--- config.mk ---
export PLATFORM = sky130hd
export DESIGN_NAME = sw_reg_bank_r_flat
export DESIGN_NICKNAME = d
export VERILOG_FILES = /design/src/rtl/sw_reg_bank_r_pkg.sv /design/src/rtl/sw_reg_bank_r_if.sv /design/src/rtl/sw_reg_bank_r_chan.sv /design/src/rtl/sw_reg_bank_r.sv /design/src/flat_wrapper.sv
export SDC_FILE = /design/constraint.sdc
export NUM_CORES = 1
export LEC_CHECK = 0
export CAP_MARGIN = 30
export CORE_ASPECT_RATIO = 1.25
export CORE_MARGIN = 5
export CORE_UTILIZATION = 49
export CTS_CLUSTER_SIZE = 40
export DETAILED_ROUTE_END_ITERATION = 10
export PLACE_DENSITY = 0.83
export SLEW_MARGIN = 0
export SYNTH_ARGS = -nofsm -noshare
export SYNTH_HDL_FRONTEND = slang
export SYNTH_SLANG_ARGS = --single-unit
--- constraint.sdc ---
create_clock -name wb_clk_i -period 2.72 [get_ports wb_clk_i]
set_input_delay 0.544 -clock wb_clk_i [delete_from_list [all_inputs] [get_ports wb_clk_i]]
set_output_delay 0.544 -clock wb_clk_i [all_outputs]
set_load 0.01 [all_outputs]
--- src/rtl/sw_reg_bank_r_pkg.sv ---
// Shared constants and types for the fabric-to-software register bank.
// Word offsets, CTRL/STATUS bit positions, capture modes and FSM states.
package sw_reg_pkg;

    localparam int CTRL_IDX      = 0;
    localparam int STATUS_IDX    = 1;
    localparam int DATA_BASE_IDX = 2;

    localparam int CTRL_SNAP_BIT = 0;
    localparam int CTRL_CLR_BIT  = 1;
    localparam int CTRL_FRZ_BIT  = 2;
    localparam int CTRL_BUSY_BIT = 0;

    localparam int ST_DONE_BIT   = 16;
    localparam int ST_TMO_BIT    = 17;
    localparam int ST_RTG_BIT    = 18;

    localparam int MODE_LIVE     = 0;
    localparam int MODE_SNAP     = 1;

    typedef enum logic [1:0] {
        IDLE  = 2'd0,
        ARMED = 2'd1,
        DONE  = 2'd2
    } state_t;

endpackage

--- src/rtl/sw_reg_bank_r_if.sv ---
// Wishbone classic slave bundle for the register bank.
// Master drives the request, slave returns data, ack and err.
interface sw_reg_bank_r_if;

    logic        wb_cyc_i;
    logic        wb_stb_i;
    logic        wb_we_i;
    logic [3:0]  wb_sel_i;
    logic [31:0] wb_adr_i;
    logic [31:0] wb_dat_i;
    logic [31:0] wb_dat_o;
    logic        wb_ack_o;
    logic        wb_err_o;

    modport master (
        output wb_cyc_i, wb_stb_i, wb_we_i, wb_sel_i, wb_adr_i, wb_dat_i,
        input  wb_dat_o, wb_ack_o, wb_err_o
    );

    modport slave (
        input  wb_cyc_i, wb_stb_i, wb_we_i, wb_sel_i, wb_adr_i, wb_dat_i,
        output wb_dat_o, wb_ack_o, wb_err_o
    );

endinterface

--- src/rtl/sw_reg_bank_r_chan.sv ---
// One channel buffer with live capture enable and a snapshot pending bit.
// The pending bit is set on arm and cleared on capture or timeout drop.
module sw_reg_chan #(
    parameter int W = 32
) (
    input  logic         clk,
    input  logic         rst_n,
    input  logic [W-1:0] d,
    input  logic         valid,
    input  logic         live_en,
    input  logic         armed,
    input  logic         arm,
    input  logic         drop,
    output logic [W-1:0] q,
    output logic         pend
);

    logic take;

    assign take = live_en ? valid : (armed & pend & valid);

    // Buffer captures on take; pending tracks channels still owed to a snapshot.
    always_ff @(posedge clk or negedge rst_n) begin
        if (!rst_n) begin
            q    <= '0;
            pend <= 1'b0;
        end else begin
            if (take) q <= d;
            if (arm) pend <= 1'b1;
            else if (drop || (armed && valid)) pend <= 1'b0;
        end
    end

endmodule

--- src/rtl/sw_reg_bank_r.sv ---
// Multi-channel fabric-to-software read register bank on a Wishbone slave.
// LIVE mode tracks the latest valid data; SNAPSHOT mode captures coherently.
module sw_reg_bank_r
    import sw_reg_pkg::*;
#(
    parameter logic [31:0] C_BASEADDR  = 32'h0000_0000,
    parameter logic [31:0] C_HIGHADDR  = 32'h0000_00FF,
    parameter int          C_NUM_REGS  = 4,
    parameter int          C_REG_WIDTH = 32,
    parameter int          C_MODE      = 0,
    parameter int          C_TIMEOUT   = 1024
) (
    input  logic                              wb_clk_i,
    input  logic                              wb_rst_i,
    sw_reg_bank_r_if.slave                    wb,
    input  logic [C_NUM_REGS*C_REG_WIDTH-1:0] fabric_data_in,
    input  logic [C_NUM_REGS-1:0]             fabric_valid_in,
    output logic                              fabric_snap_o
);

    state_t                 state;
    logic [31:0]            timer;
    logic [15:0]            snap_cnt;
    logic                   f_done, f_tmo, f_rtg;
    logic                   freeze;
    logic                   ack_q, err_q;
    logic [31:0]            dat_q;
    logic [31:0]            off, idx, rdata;
    logic                   hit, req, is_ctrl, is_stat, ok_rd;
    logic                   ctrl_wr, snap_req, clr_req;
    logic                   busy, armed, arm, drop, all_cap, tmo_hit, live_en;
    logic [C_NUM_REGS-1:0]  pend;
    logic [C_REG_WIDTH-1:0] chan_q [C_NUM_REGS];
    logic                   unused_bits;

    assign off     = wb.wb_adr_i - C_BASEADDR;
    assign idx     = {2'b00, off[31:2]};
    assign hit     = (wb.wb_adr_i >= C_BASEADDR) && (wb.wb_adr_i <= C_HIGHADDR);
    assign req     = wb.wb_cyc_i & wb.wb_stb_i & hit & ~(ack_q | err_q);
    assign is_ctrl = (idx == 32'(CTRL_IDX));
    assign is_stat = (idx == 32'(STATUS_IDX));
    assign ok_rd   = (idx < 32'(DATA_BASE_IDX + C_NUM_REGS));
    assign ctrl_wr = req & wb.wb_we_i & is_ctrl & wb.wb_sel_i[0];
    assign snap_req = ctrl_wr & wb.wb_dat_i[CTRL_SNAP_BIT] & (C_MODE == MODE_SNAP);
    assign clr_req  = ctrl_wr & wb.wb_dat_i[CTRL_CLR_BIT];

    assign busy    = (state != IDLE);
    assign armed   = (state == ARMED);
    assign arm     = (state == IDLE) & snap_req;
    assign all_cap = &(~pend | fabric_valid_in);
    assign tmo_hit = (C_TIMEOUT != 0) && (timer + 32'd1 == 32'(C_TIMEOUT));
    assign drop    = armed & tmo_hit & ~all_cap;
    assign live_en = (C_MODE == MODE_LIVE) & ~freeze;

    assign wb.wb_ack_o = ack_q;
    assign wb.wb_err_o = err_q;
    assign wb.wb_dat_o = dat_q;

    assign unused_bits = ^{wb.wb_sel_i[3:1], wb.wb_dat_i[31:3], off[1:0]};

    for (genvar i = 0; i < C_NUM_REGS; i++) begin : g_chan
        sw_reg_chan #(.W(C_REG_WIDTH)) u_chan (
            .clk     (wb_clk_i),
            .rst_n   (wb_rst_i),
            .d       (fabric_data_in[i*C_REG_WIDTH +: C_REG_WIDTH]),
            .valid   (fabric_valid_in[i]),
            .live_en (live_en),
            .armed   (armed),
            .arm     (arm),
            .drop    (drop),
            .q       (chan_q[i]),
            .pend    (pend[i])
        );
    end

    // Read mux: CTRL, STATUS or a zero-extended channel buffer.
    always_comb begin
        rdata = '0;
        unique case (1'b1)
            is_ctrl: begin
                rdata[CTRL_BUSY_BIT] = busy;
                rdata[CTRL_FRZ_BIT]  = freeze;
            end
            is_stat: rdata = {8'(C_NUM_REGS), 5'd0, f_rtg, f_tmo, f_done, snap_cnt};
            default: begin
                for (int i = 0; i < C_NUM_REGS; i++)
                    if (idx == 32'(DATA_BASE_IDX + i)) rdata = 32'(chan_q[i]);
            end
        endcase
    end

    // Bus response: one-cycle ack or err, data only alongside ack.
    always_ff @(posedge wb_clk_i or negedge wb_rst_i) begin
        if (!wb_rst_i) begin
            ack_q  <= 1'b0;
            err_q  <= 1'b0;
            dat_q  <= '0;
            freeze <= 1'b0;
        end else begin
            ack_q <= 1'b0;
            err_q <= 1'b0;
            dat_q <= '0;
            if (req) begin
                if (wb.wb_we_i ? is_ctrl : ok_rd) begin
                    ack_q <= 1'b1;
                    if (!wb.wb_we_i) dat_q <= rdata;
                end else begin
                    err_q <= 1'b1;
                end
            end
            if (ctrl_wr && C_MODE == MODE_LIVE) freeze <= wb.wb_dat_i[CTRL_FRZ_BIT];
        end
    end

    // Snapshot FSM with timer, counter and sticky flags; flag sets beat clears.
    always_ff @(posedge wb_clk_i or negedge wb_rst_i) begin
        if (!wb_rst_i) begin
            state         <= IDLE;
            timer         <= '0;
            snap_cnt      <= '0;
            f_done        <= 1'b0;
            f_tmo         <= 1'b0;
            f_rtg         <= 1'b0;
            fabric_snap_o <= 1'b0;
        end else begin
            fabric_snap_o <= 1'b0;
            if (clr_req) begin
                f_done <= 1'b0;
                f_tmo  <= 1'b0;
                f_rtg  <= 1'b0;
            end
            if (snap_req && busy) f_rtg <= 1'b1;
            unique case (state)
                IDLE: begin
                    if (snap_req) begin
                        state <= ARMED;
                        timer <= '0;
                    end
                end
                ARMED: begin
                    timer <= timer + 32'd1;
                    if (all_cap) begin
                        state         <= DONE;
                        fabric_snap_o <= 1'b1;
                    end else if (tmo_hit) begin
                        state <= IDLE;
                        f_tmo <= 1'b1;
                    end
                end
                DONE: begin
                    snap_cnt <= snap_cnt + 16'd1;
                    f_done   <= 1'b1;
                    state    <= IDLE;
                end
                default: state <= IDLE;
            endcase
        end
    end

endmodule
--- src/flat_wrapper.sv ---
// flat-port wrapper written by rule: the top's interface ports become plain ports
module sw_reg_bank_r_flat import sw_reg_pkg::*;
#(
    parameter logic [31:0] C_BASEADDR  = 32'h0000_0000,
    parameter logic [31:0] C_HIGHADDR  = 32'h0000_00FF,
    parameter int          C_NUM_REGS  = 4,
    parameter int          C_REG_WIDTH = 32,
    parameter int          C_MODE      = 0,
    parameter int          C_TIMEOUT   = 1024
)
  (wb_clk_i, wb_rst_i, fabric_data_in, fabric_valid_in, fabric_snap_o, wb_wb_cyc_i, wb_wb_stb_i, wb_wb_we_i, wb_wb_sel_i, wb_wb_adr_i, wb_wb_dat_i, wb_wb_dat_o, wb_wb_ack_o, wb_wb_err_o);
  sw_reg_bank_r_if wb_i ();
  input  logic wb_clk_i;
  input  logic wb_rst_i;
  input  logic [C_NUM_REGS*C_REG_WIDTH-1:0] fabric_data_in;
  input  logic [C_NUM_REGS-1:0] fabric_valid_in;
  output logic fabric_snap_o;
  input wire logic [$bits(wb_i.wb_cyc_i)-1:0] wb_wb_cyc_i;
  input wire logic [$bits(wb_i.wb_stb_i)-1:0] wb_wb_stb_i;
  input wire logic [$bits(wb_i.wb_we_i)-1:0] wb_wb_we_i;
  input wire logic [$bits(wb_i.wb_sel_i)-1:0] wb_wb_sel_i;
  input wire logic [$bits(wb_i.wb_adr_i)-1:0] wb_wb_adr_i;
  input wire logic [$bits(wb_i.wb_dat_i)-1:0] wb_wb_dat_i;
  output wire logic [$bits(wb_i.wb_dat_o)-1:0] wb_wb_dat_o;
  output wire logic [$bits(wb_i.wb_ack_o)-1:0] wb_wb_ack_o;
  output wire logic [$bits(wb_i.wb_err_o)-1:0] wb_wb_err_o;
  assign wb_i.wb_cyc_i = wb_wb_cyc_i;
  assign wb_i.wb_stb_i = wb_wb_stb_i;
  assign wb_i.wb_we_i = wb_wb_we_i;
  assign wb_i.wb_sel_i = wb_wb_sel_i;
  assign wb_i.wb_adr_i = wb_wb_adr_i;
  assign wb_i.wb_dat_i = wb_wb_dat_i;
  assign wb_wb_dat_o = wb_i.wb_dat_o;
  assign wb_wb_ack_o = wb_i.wb_ack_o;
  assign wb_wb_err_o = wb_i.wb_err_o;
  sw_reg_bank_r #(.C_BASEADDR(C_BASEADDR), .C_HIGHADDR(C_HIGHADDR), .C_NUM_REGS(C_NUM_REGS), .C_REG_WIDTH(C_REG_WIDTH), .C_MODE(C_MODE), .C_TIMEOUT(C_TIMEOUT)) u_core (.wb_clk_i(wb_clk_i), .wb_rst_i(wb_rst_i), .wb(wb_i), .fabric_data_in(fabric_data_in), .fabric_valid_in(fabric_valid_in), .fabric_snap_o(fabric_snap_o));
endmodule
==> results.cfg, run 1 <==
[global_route]
grt_pass1_wl_mm = 30.2
grt_pass1_vias = 5832
grt_max_degree = 58
antenna_found_initial = 0
grt_usage_pct = 23.6
gr-total-overflow = 0

[sta]
fin_crit_sh_pct = 97.3
min_period_ns = 2.65
slew_headroom_pct = 61.7
fin_setup_tns_ns = 0
fin_skew_ns = 0.0122
fmax_mhz = 378
hold_slack_ns = 0.0582
tightest_slew_ns = 0.574
hold_viol_final = 0
slew_viol_final = 0
rsz0062_at_grt = no
setup_viol = 0

[cts]
cts_num_sinks = 163
cts_root_buffer = clkbuf_16
path_clk_slew_ns = 0.06
tritoncts = done
clockBufferDepth = 2
clk-insertion-delay-late_ns = 0.42
cts_hold_buf = 0
h-tree-depth = 4
numCtsBuffers = 17

[floorplanning]
die_h_um = 144
rows = 48
start_util_pct = 50.3
die-area_mm2 = 0.0168
coreArea_mm2 = 0.0139
ios = 240
fp.dieW_um = 117

[synth]
syn_avg_cell_area_um2 = 13.2
synthTopCellsByArea = dfrtp_1, mux2_2, mux2i_1
postSynth.asyncResetShare_pct = 100
synth_flop_cell = dfrtp_1
synth-seq-cells = 163
ys_seq_area_share_pct = 58.2
synth_area_leader_cell = dfrtp_1
yosys.cell_types.count = 38
syn_area_mm2 = 0.00701
yosysWarningCount = 0
synth_top_cell_area_share_pct = 58.2
synth_enable_flop_cells = 0
synthCells = 532
syn_nets = 737

[power]
seqPwrFrac_pct = 46.6
swShare_pct = 22.1
p_sw_uw = 1290
leakage_uw = 0.00420
p_comb_share_pct = 11.5
pwr-share-clk_pct = 41.9
pwr_density_cell_mw_per_mm2 = 579
irDropWorstVdd_mv = 0.339
power.internal_uw = 4540

[route]
drt_iter0_drc = 323
drc_errors = 0
drt-pass1-iter-count = 5
wl_mm = 19.6
wire_per_inst_um = 21.1
drtAntennaViolNets = 0
route.vias.total = 5260
vias_per_cell = 5.67

[worst_setup_path]
worstRegToRegCells = 6
criticalPathCategory = primary input to flip-flop
crit_top_cell = or4_4
worstReg2RegStart = u_core.wb.wb_err_o$_DFF_PN0_
path_buf_inv = 2
critical_path.slowest_cell = or4_4
crit_path_end_kind = flip-flop
cp-start-kind = primary input
cp_top_family = simple AND/OR/NAND/NOR gates
required_ns = 3.02
critPathMaxFanout = 4
worstSetupStartpoint = wb_wb_adr_i[17]
critical_path_depth = 7
critPathArrivalTime_ns = 2.94
slowest_delay_ns = 0.53
path_cells = dlygate4sd2_1, or4_4, or3_4, or4_4, buf_4, nor4_2, mux2_2

[cells_and_area]
fillers = 968
layout-drive-gt1-share_pct = 29.0
instances_no_fill = 927
areaGrowthSynthToFinish_pct = 43.9
final_nets = 943
design_area_mm2 = 0.0101

[worst_hold_path]
hp-class = primary input to async pin

[place]
hpwl_mm = 13.6
dpl_cell_area_mm2 = 0.00935
dp.cells = 891
place.gp.congestion = 0.850
io_buffers = 202

[flow_run]
maxCapViolCount = 0

[run_status]
status = completed
## routing by layer
layer	global-route usage [%]	part of all wire, %
met1	27.7	36
met2	42.3	54
met3	3.50	6.5
met4	10.6	2.8
met5	0	0
## worst register-to-register path, cell delays in order, from the launching register on
cell     delay (ns)
dfrtp_1        0.37
nor2_1         0.12
nand3_1        0.09
or4_4          0.53
buf_4          0.17
nor4_2         0.26
mux2_2         0.36
## layout by cell type (no fill, tap or decap), drive strengths merged, types with 18 or more instances in the layout
master,n
a21oi,20
buf,32
clkbuf,21
clkdlybuf4s50,196
dfrtp,163
mux2,128
mux2i,20
nand2,24
o211ai,18
o21ai,22
## flip-flops by register name, indices dropped and copies added, names as in the netlist
register and count:
u_core.freeze 1, u_core.wb.wb_err_o 1, u_core.wb.wb_ack_o 1, u_core.wb.wb_dat_o 32, u_core.g_chan.u_chan.q 128
## through the flow
step	worst slack, ns	util [%]	total power, uW
final	0.0735	72.4	5830
after global routing	0.0321	72.3	6040
after CTS	0.0625	72.3	5880
after detailed placement	-0.563	67.1	3430
after global placement	-0.489	67.1	3390
after floorplan	0.00984	-	3030
## what timing repair did
action | in CTS | in global routing
cloned | 2 | 0
resized for setup | 17 | 1
setup buffers | 1 | 0
setup endpoints to repair | 31 | 1
pin swaps | 13 | 1
## worst paths after layout
path	slack [ns]	to
max reg2reg	0.69	u_core.freeze$_DFFE_PN0P_
min	0.06	u_core.wb.wb_dat_o[15]$_DFF_PN0_
max in group asynchronous	1.90	u_core.wb.wb_dat_o[8]$_DFF_PN0_
min reg2reg	0.51	u_core.g_chan[0].u_chan.q[7]$_DFFE_PN0P_
max	0.07	u_core.freeze$_DFFE_PN0P_
min in group wb_clk_i	0.51	u_core.g_chan[0].u_chan.q[7]$_DFFE_PN0P_
## cells in the mapped netlist, types with 11 or more instances
cell / n
clkbuf_1: 29
nand2_1: 24
nor2_1: 17
o21ai_0: 22
a21oi_1: 20
mux2_2: 128
a21o_1: 13
a222oi_1: 12
nor3_2: 12
mux2i_1: 20
o211ai_1: 18
buf_1: 11
dfrtp_1: 163
## power by group through the flow
| stage | sequential (uW) | clock [uW] | combinational, uW |
|---|---|---|---|
| floorplan | 2730 | 0 | 302 |
| global placement | 2750 | 0 | 648 |
| detailed placement | 2760 | 0 | 671 |
| CTS | 2720 | 2490 | 676 |
| global route | 2740 | 2580 | 721 |
| finish | 2720 | 2450 | 668 |
## kinds of logic (layout without fill, tap and decap cells)
kind of cell,count (synthesis),in the layout,share of synthesized area (%)
other,1,2,0.0535
and+or+nand+nor,82,82,6.71
buffers and inverters,46,265,2.77
muxes,148,148,23.4
DFF,163,163,58.2
AOI/OAI and AO/OA,92,92,8.82
## layout make-up
class	instances	area, um2	share of cell area, %
Sequential cell	163	4080	40.5
Multi-Input combinational cell	323	2840	28.1
Timing Repair Buffer	232	2330	23.1
Clock buffer	21	460	4.57
Tap cell	175	219	2.17
Clock inverter	11	151	1.50
Inverter	1	3.75	0.0372
Antenna cell	1	2.50	0.0248
Note: power is estimated with default switching activity, not from simulation.
==> run 2, diff against run 1 <==
--- a/config.mk
+++ b/config.mk
@@ -11,7 +11,7 @@
 export CORE_UTILIZATION = 49
 export CTS_CLUSTER_SIZE = 40
 export DETAILED_ROUTE_END_ITERATION = 10
-export PLACE_DENSITY = 0.83
+export PLACE_DENSITY = 0.85
 export SLEW_MARGIN = 0
 export SYNTH_ARGS = -nofsm -noshare
 export SYNTH_HDL_FRONTEND = slang
==> run 2 against run 1 <==
  * Non-clock buffer count rose by 7
  * Sequential share of layout area fell by 0.18 points
  * Die area did not move
  * Wire length rose by 3.0%
  * Clock-buffer cell count fell by 4
  * Critical endpoint unchanged
  * Largest cell class unchanged
  * Highest routed layer unchanged
==> results.cfg, run 2 (synthesized netlist as in run 1, its figures left out) <==
[run_status]
status = completed

[worst_setup_path]
critPathArrivalTime_ns = 2.94
crit_path_end_kind = flip-flop
critPathMaxFanout = 4
worstRegToRegCells = 6
required_ns = 3.01
criticalPathCategory = primary input to flip-flop
cp-start-kind = primary input

[place]
hpwl_mm = 14.2
dpl_cell_area_mm2 = 0.00940
place.gp.congestion = 0.879
io_buffers = 202

[cells_and_area]
largest_register_ff_count = 128
design_area_mm2 = 0.0101
areaGrowthSynthToFinish_pct = 44.5
mostFrequentLayoutCell = clkdlybuf4s50_1
fillers = 948
mostFrequentLayoutCells = clkdlybuf4s50_1, dfrtp_1, mux2_2, buf_4, nand2_1
largest-register = u_core.g_chan.u_chan.q
final_nets = 950
layout-drive-gt1-share_pct = 29.7

[sta]
fmax_mhz = 377
hold_slack_ns = 0.127
tightest_slew_ns = 0.636
fin_skew_ns = 0.00697
setup_viol = 0
slew_viol_final = 0
min_period_ns = 2.65
rsz0062_at_grt = no
hold_viol_final = 0
fin_crit_sh_pct = 97.4
slew_headroom_pct = 57.6

[floorplanning]
die-area_mm2 = 0.0168
die_h_um = 144
coreArea_mm2 = 0.0139
ios = 240
rows = 48
start_util_pct = 50.3
fp.dieW_um = 117

[route]
vias_per_cell = 5.70
drt-pass1-iter-count = 6
drt_iter0_drc = 277
drtAntennaViolNets = 0
wire_per_inst_um = 21.6
wl_mm = 20.2
route.vias.total = 5324
drc_errors = 0

[cts]
cts_hold_buf = 0
cts_root_buffer = clkbuf_16
h-tree-depth = 4
clockBufferDepth = 2
path_clk_slew_ns = 0.06
tritoncts = done
clk-insertion-delay-late_ns = 0.41
cts_num_sinks = 163
numCtsBuffers = 17

[global_route]
grt_pass1_wl_mm = 31.1
antenna_found_initial = 0
grt_max_degree = 72
grt_pass1_vias = 6012
grt_usage_pct = 24.6
gr-total-overflow = 0

[worst_hold_path]
hp-class = primary input to async pin

[power]
pwr_density_cell_mw_per_mm2 = 575
irDropWorstVdd_mv = 0.434
leakage_uw = 0.00425

[flow_run]
maxCapViolCount = 0
## run 2: report_power, final
group | internal (uW) | total, uW | switching, uW
logic | 433 | 679 | 246
clock network | 1390 | 2420 | 1030
registers | 2620 | 2730 | 111
total | 4440 | 5820 | 1390
## run 2: final timing paths
kind	from	to	slack, ns
worst min-delay path	wb_rst_i	u_core.g_chan[0].u_chan.q[18]$_DFFE_PN0P_	0.13
worst min register to register	u_core.g_chan[0].u_chan.q[26]$_DFFE_PN0P_	u_core.g_chan[0].u_chan.q[26]$_DFFE_PN0P_	0.51
worst max register to register	u_core.wb.wb_err_o$_DFF_PN0_	u_core.freeze$_DFFE_PN0P_	0.65
worst max-delay path	wb_wb_adr_i[13]	u_core.freeze$_DFFE_PN0P_	0.07
max in group asynchronous	wb_rst_i	u_core.g_chan[3].u_chan.q[11]$_DFFE_PN0P_	1.83
min in group wb_clk_i	u_core.g_chan[0].u_chan.q[26]$_DFFE_PN0P_	u_core.g_chan[0].u_chan.q[26]$_DFFE_PN0P_	0.51
## run 2: per-stage QoR
step	TNS [ns]	utilization (%)	power, uW	worst slack (ns)	cells
final	0	72.7	5820	0.0694	934
after global placement	-15.15	67.5	3400	-0.493	895
after global routing	0	72.6	6040	0.00483	933
after detailed placement	-16.94	67.5	3450	-0.559	895
after CTS	0	72.6	5860	0.0555	933
after floorplan	0	-	3030	0.00984	532
## run 2: routing by layer
layer	wire length, um	up-vias	GRT usage (%)
li1	-	2356	-
met1	7260	2715	28.4
met2	11000	219	43.9
met3	1330	34	5.14
met4	585	0	10.2
met5	0	-	0
## run 2: what timing repair did
| action | in CTS | in global routing |
|---|---|---|
| endpoints found under the setup margin | 31 | 3 |
| gates resized for setup | 12 | 1 |
| cloned | 3 | 0 |
| pin swaps | 12 | 1 |
| buffers inserted | 3 | 0 |
## run 2: worst max-delay path: stages
cell           delay, ns
dlygate4sd2_1       0.23
or4_4               0.54
or3_4               0.34
or4_4               0.50
buf_4               0.17
nor4_2              0.25
mux2_2              0.37
## run 2: final cells by class
type	instances	area, um2	share of cell area (%)
diodes	1	2.50	0.0247
flip-flops and latches	163	4080	40.3
inverters	1	3.75	0.0371
well taps	175	219	2.16
repair buffers	239	2420	23.9
multi-input cells	323	2800	27.7
clock inverters	15	171	1.69
clock buffers	17	425	4.20
==> run 3, diff against run 2 <==
--- a/config.mk
+++ b/config.mk
@@ -12,6 +12,7 @@
 export CTS_CLUSTER_SIZE = 40
 export DETAILED_ROUTE_END_ITERATION = 10
 export PLACE_DENSITY = 0.85
+export SETUP_SLACK_MARGIN = 0.15
 export SLEW_MARGIN = 0
 export SYNTH_ARGS = -nofsm -noshare
 export SYNTH_HDL_FRONTEND = slang
==> run 3 against run 2 <==
  * Sequential share of layout area is 0.37 points lower
  * Cell count shrank 0.64%
  * Die area unchanged
  * Clock-buffer cell count grew 2
  * Worst setup slack gained 0.067 ns
  * Largest cell class unchanged
==> results.cfg, run 3 (synthesized netlist as in run 1, its figures left out) <==
[global_route]
grt_pass1_vias = 5875
grt_usage_pct = 24.4
antenna_found_initial = 1
grt_max_degree = 64
gr-total-overflow = 0
grt_pass1_wl_mm = 31.0

[cells_and_area]
fillers = 904
final_nets = 945
final-seq-area_mm2 = 0.00408
largest-register = u_core.g_chan.u_chan.q
mostFrequentLayoutCell = clkdlybuf4s50_1
mostFrequentLayoutCells = clkdlybuf4s50_1, dfrtp_1, mux2_2, nand2_1
multi_input_area_mm2 = 0.00287
largest_register_ff_count = 128
areaGrowthSynthToFinish_pct = 45.8
design_area_mm2 = 0.0102
layout-drive-gt1-share_pct = 30.5

[sta]
hold_viol_final = 0
tightest_slew_ns = 0.586
min_period_ns = 2.58
fmax_mhz = 387
rsz0062_at_grt = no
fin_skew_ns = 0.00711
slew_viol_final = 0
setup_viol = 0
fin_crit_sh_pct = 95.0
fin_setup_tns_ns = 0
slew_headroom_pct = 60.9

[cts]
cts_root_buffer = clkbuf_16
clk-insertion-delay-late_ns = 0.41
cts_hold_buf = 0
numCtsBuffers = 17
cts_num_sinks = 163
path_clk_slew_ns = 0.06
clockBufferDepth = 2
h-tree-depth = 4
tritoncts = done

[power]
pwr_density_cell_mw_per_mm2 = 593
leakage_uw = 0.00428
finalPower_uw = 6060
irDropWorstVdd_mv = 0.412

[place]
hpwl_mm = 13.9
dpl_cell_area_mm2 = 0.00943
place.gp.congestion = 0.874
io_buffers = 202

[route]
route.vias.total = 5385
wl_mm = 20.5
drc_errors = 0
vias_per_cell = 5.80
drtAntennaViolNets = 0
wire_per_inst_um = 22.1
drt-pass1-iter-count = 8
drt_iter0_drc = 321

[worst_setup_path]
path_cells = clkdlybuf4s50_1, nor4_1, nand4_1, or4_4, buf_6, buf_4, nor4_4, mux2_4
critPathArrivalTime_ns = 2.88
critical_path.slowest_cell = or4_4
crit_path_end_kind = flip-flop
cp-start-kind = primary input
required_ns = 3.02
criticalPathCategory = primary input to flip-flop
slowest_delay_ns = 0.59
critPathMaxFanout = 3

[floorplanning]
start_util_pct = 50.3
ios = 240
rows = 48
fp.dieW_um = 117
die-area_mm2 = 0.0168
die_h_um = 144
coreArea_mm2 = 0.0139

[run_status]
status = completed

[worst_hold_path]
hp-class = primary input to async pin

[flow_run]
maxCapViolCount = 0
[run 3: changes by cell type in the layout (fill, tap and decap cells not counted), moves of 4 or more]
cell	previous run	this run
a21oi_2	0	5
buf_4	28	22
a21oi_1	20	15
dlygate4sd2_1	4	0
inv_8	4	0
[run 3: area by class of cell]
| type | instances | area share, % |
|---|---|---|
| multi-input cells | 323 | 28.1 |
| inverters | 1 | 0.0367 |
| well taps | 175 | 2.14 |
| clock inverters | 11 | 1.96 |
| diodes | 2 | 0.0490 |
| repair buffers | 234 | 23.4 |
| flip-flops and latches | 163 | 39.9 |
| clock buffers | 19 | 4.43 |
[run 3: timing repair]
action	in CTS	in global routing
endpoints found under the setup margin	31	31
buffers inserted	1	1
pin swaps	9	7
resized for setup	20	8
gates cloned	2	0
[run 3: report_power, final]
group	leakage, uW	internal [uW]	switching [uW]	total (uW)
Clock	0.000313	1680	970	2650
Combinational	0.00198	435	253	688
Sequential	0.00199	2620	109	2730
Total	0.00428	4730	1330	6060
[run 3: through the flow]
step	hold WS [ns]	cells	worst slack (ns)	utilization, %
after floorplan	0.248	532	0.0447	-
after global placement	0.488	892	-0.402	67.7
after detailed placement	0.495	892	-0.454	67.7
after CTS	0.117	925	0.0953	73.0
after global routing	0.153	927	0.0828	73.3
final	0.103	928	0.137	73.3
[run 3: worst max-delay path: cells and delay by family]
kind,cells,cell delay (ns)
and+or+nand+nor,4,1.33
buffers and inverters,3,0.69
muxes,1,0.32
[run 3: final timing paths]
kind,startpoint,slack (ns),cells past startpoint,to
setup / recovery,wb_wb_adr_i[11],0.14,8,u_core.freeze$_DFFE_PN0P_
hold / removal,wb_rst_i,0.10,1,u_core.g_chan[3].u_chan.q[3]$_DFFE_PN0P_
setup reg to reg,u_core.wb.wb_err_o$_DFF_PN0_,0.65,7,u_core.freeze$_DFFE_PN0P_
min in group wb_clk_i,u_core.g_chan[0].u_chan.q[18]$_DFFE_PN0P_,0.51,1,u_core.g_chan[0].u_chan.q[18]$_DFFE_PN0P_
max in group asynchronous,wb_rst_i,1.81,2,u_core.wb.wb_dat_o[19]$_DFF_PN0_
hold reg to reg,u_core.g_chan[0].u_chan.q[18]$_DFFE_PN0P_,0.51,1,u_core.g_chan[0].u_chan.q[18]$_DFFE_PN0P_
[run 3: metal layers]
metal,GRT usage [%],wire length (um),up-vias
met2,42.4,10800,283
met4,10.4,637,0
met5,0,0,-
met1,29.0,7470,2700
met3,5.27,1590,45
li1,-,-,2357
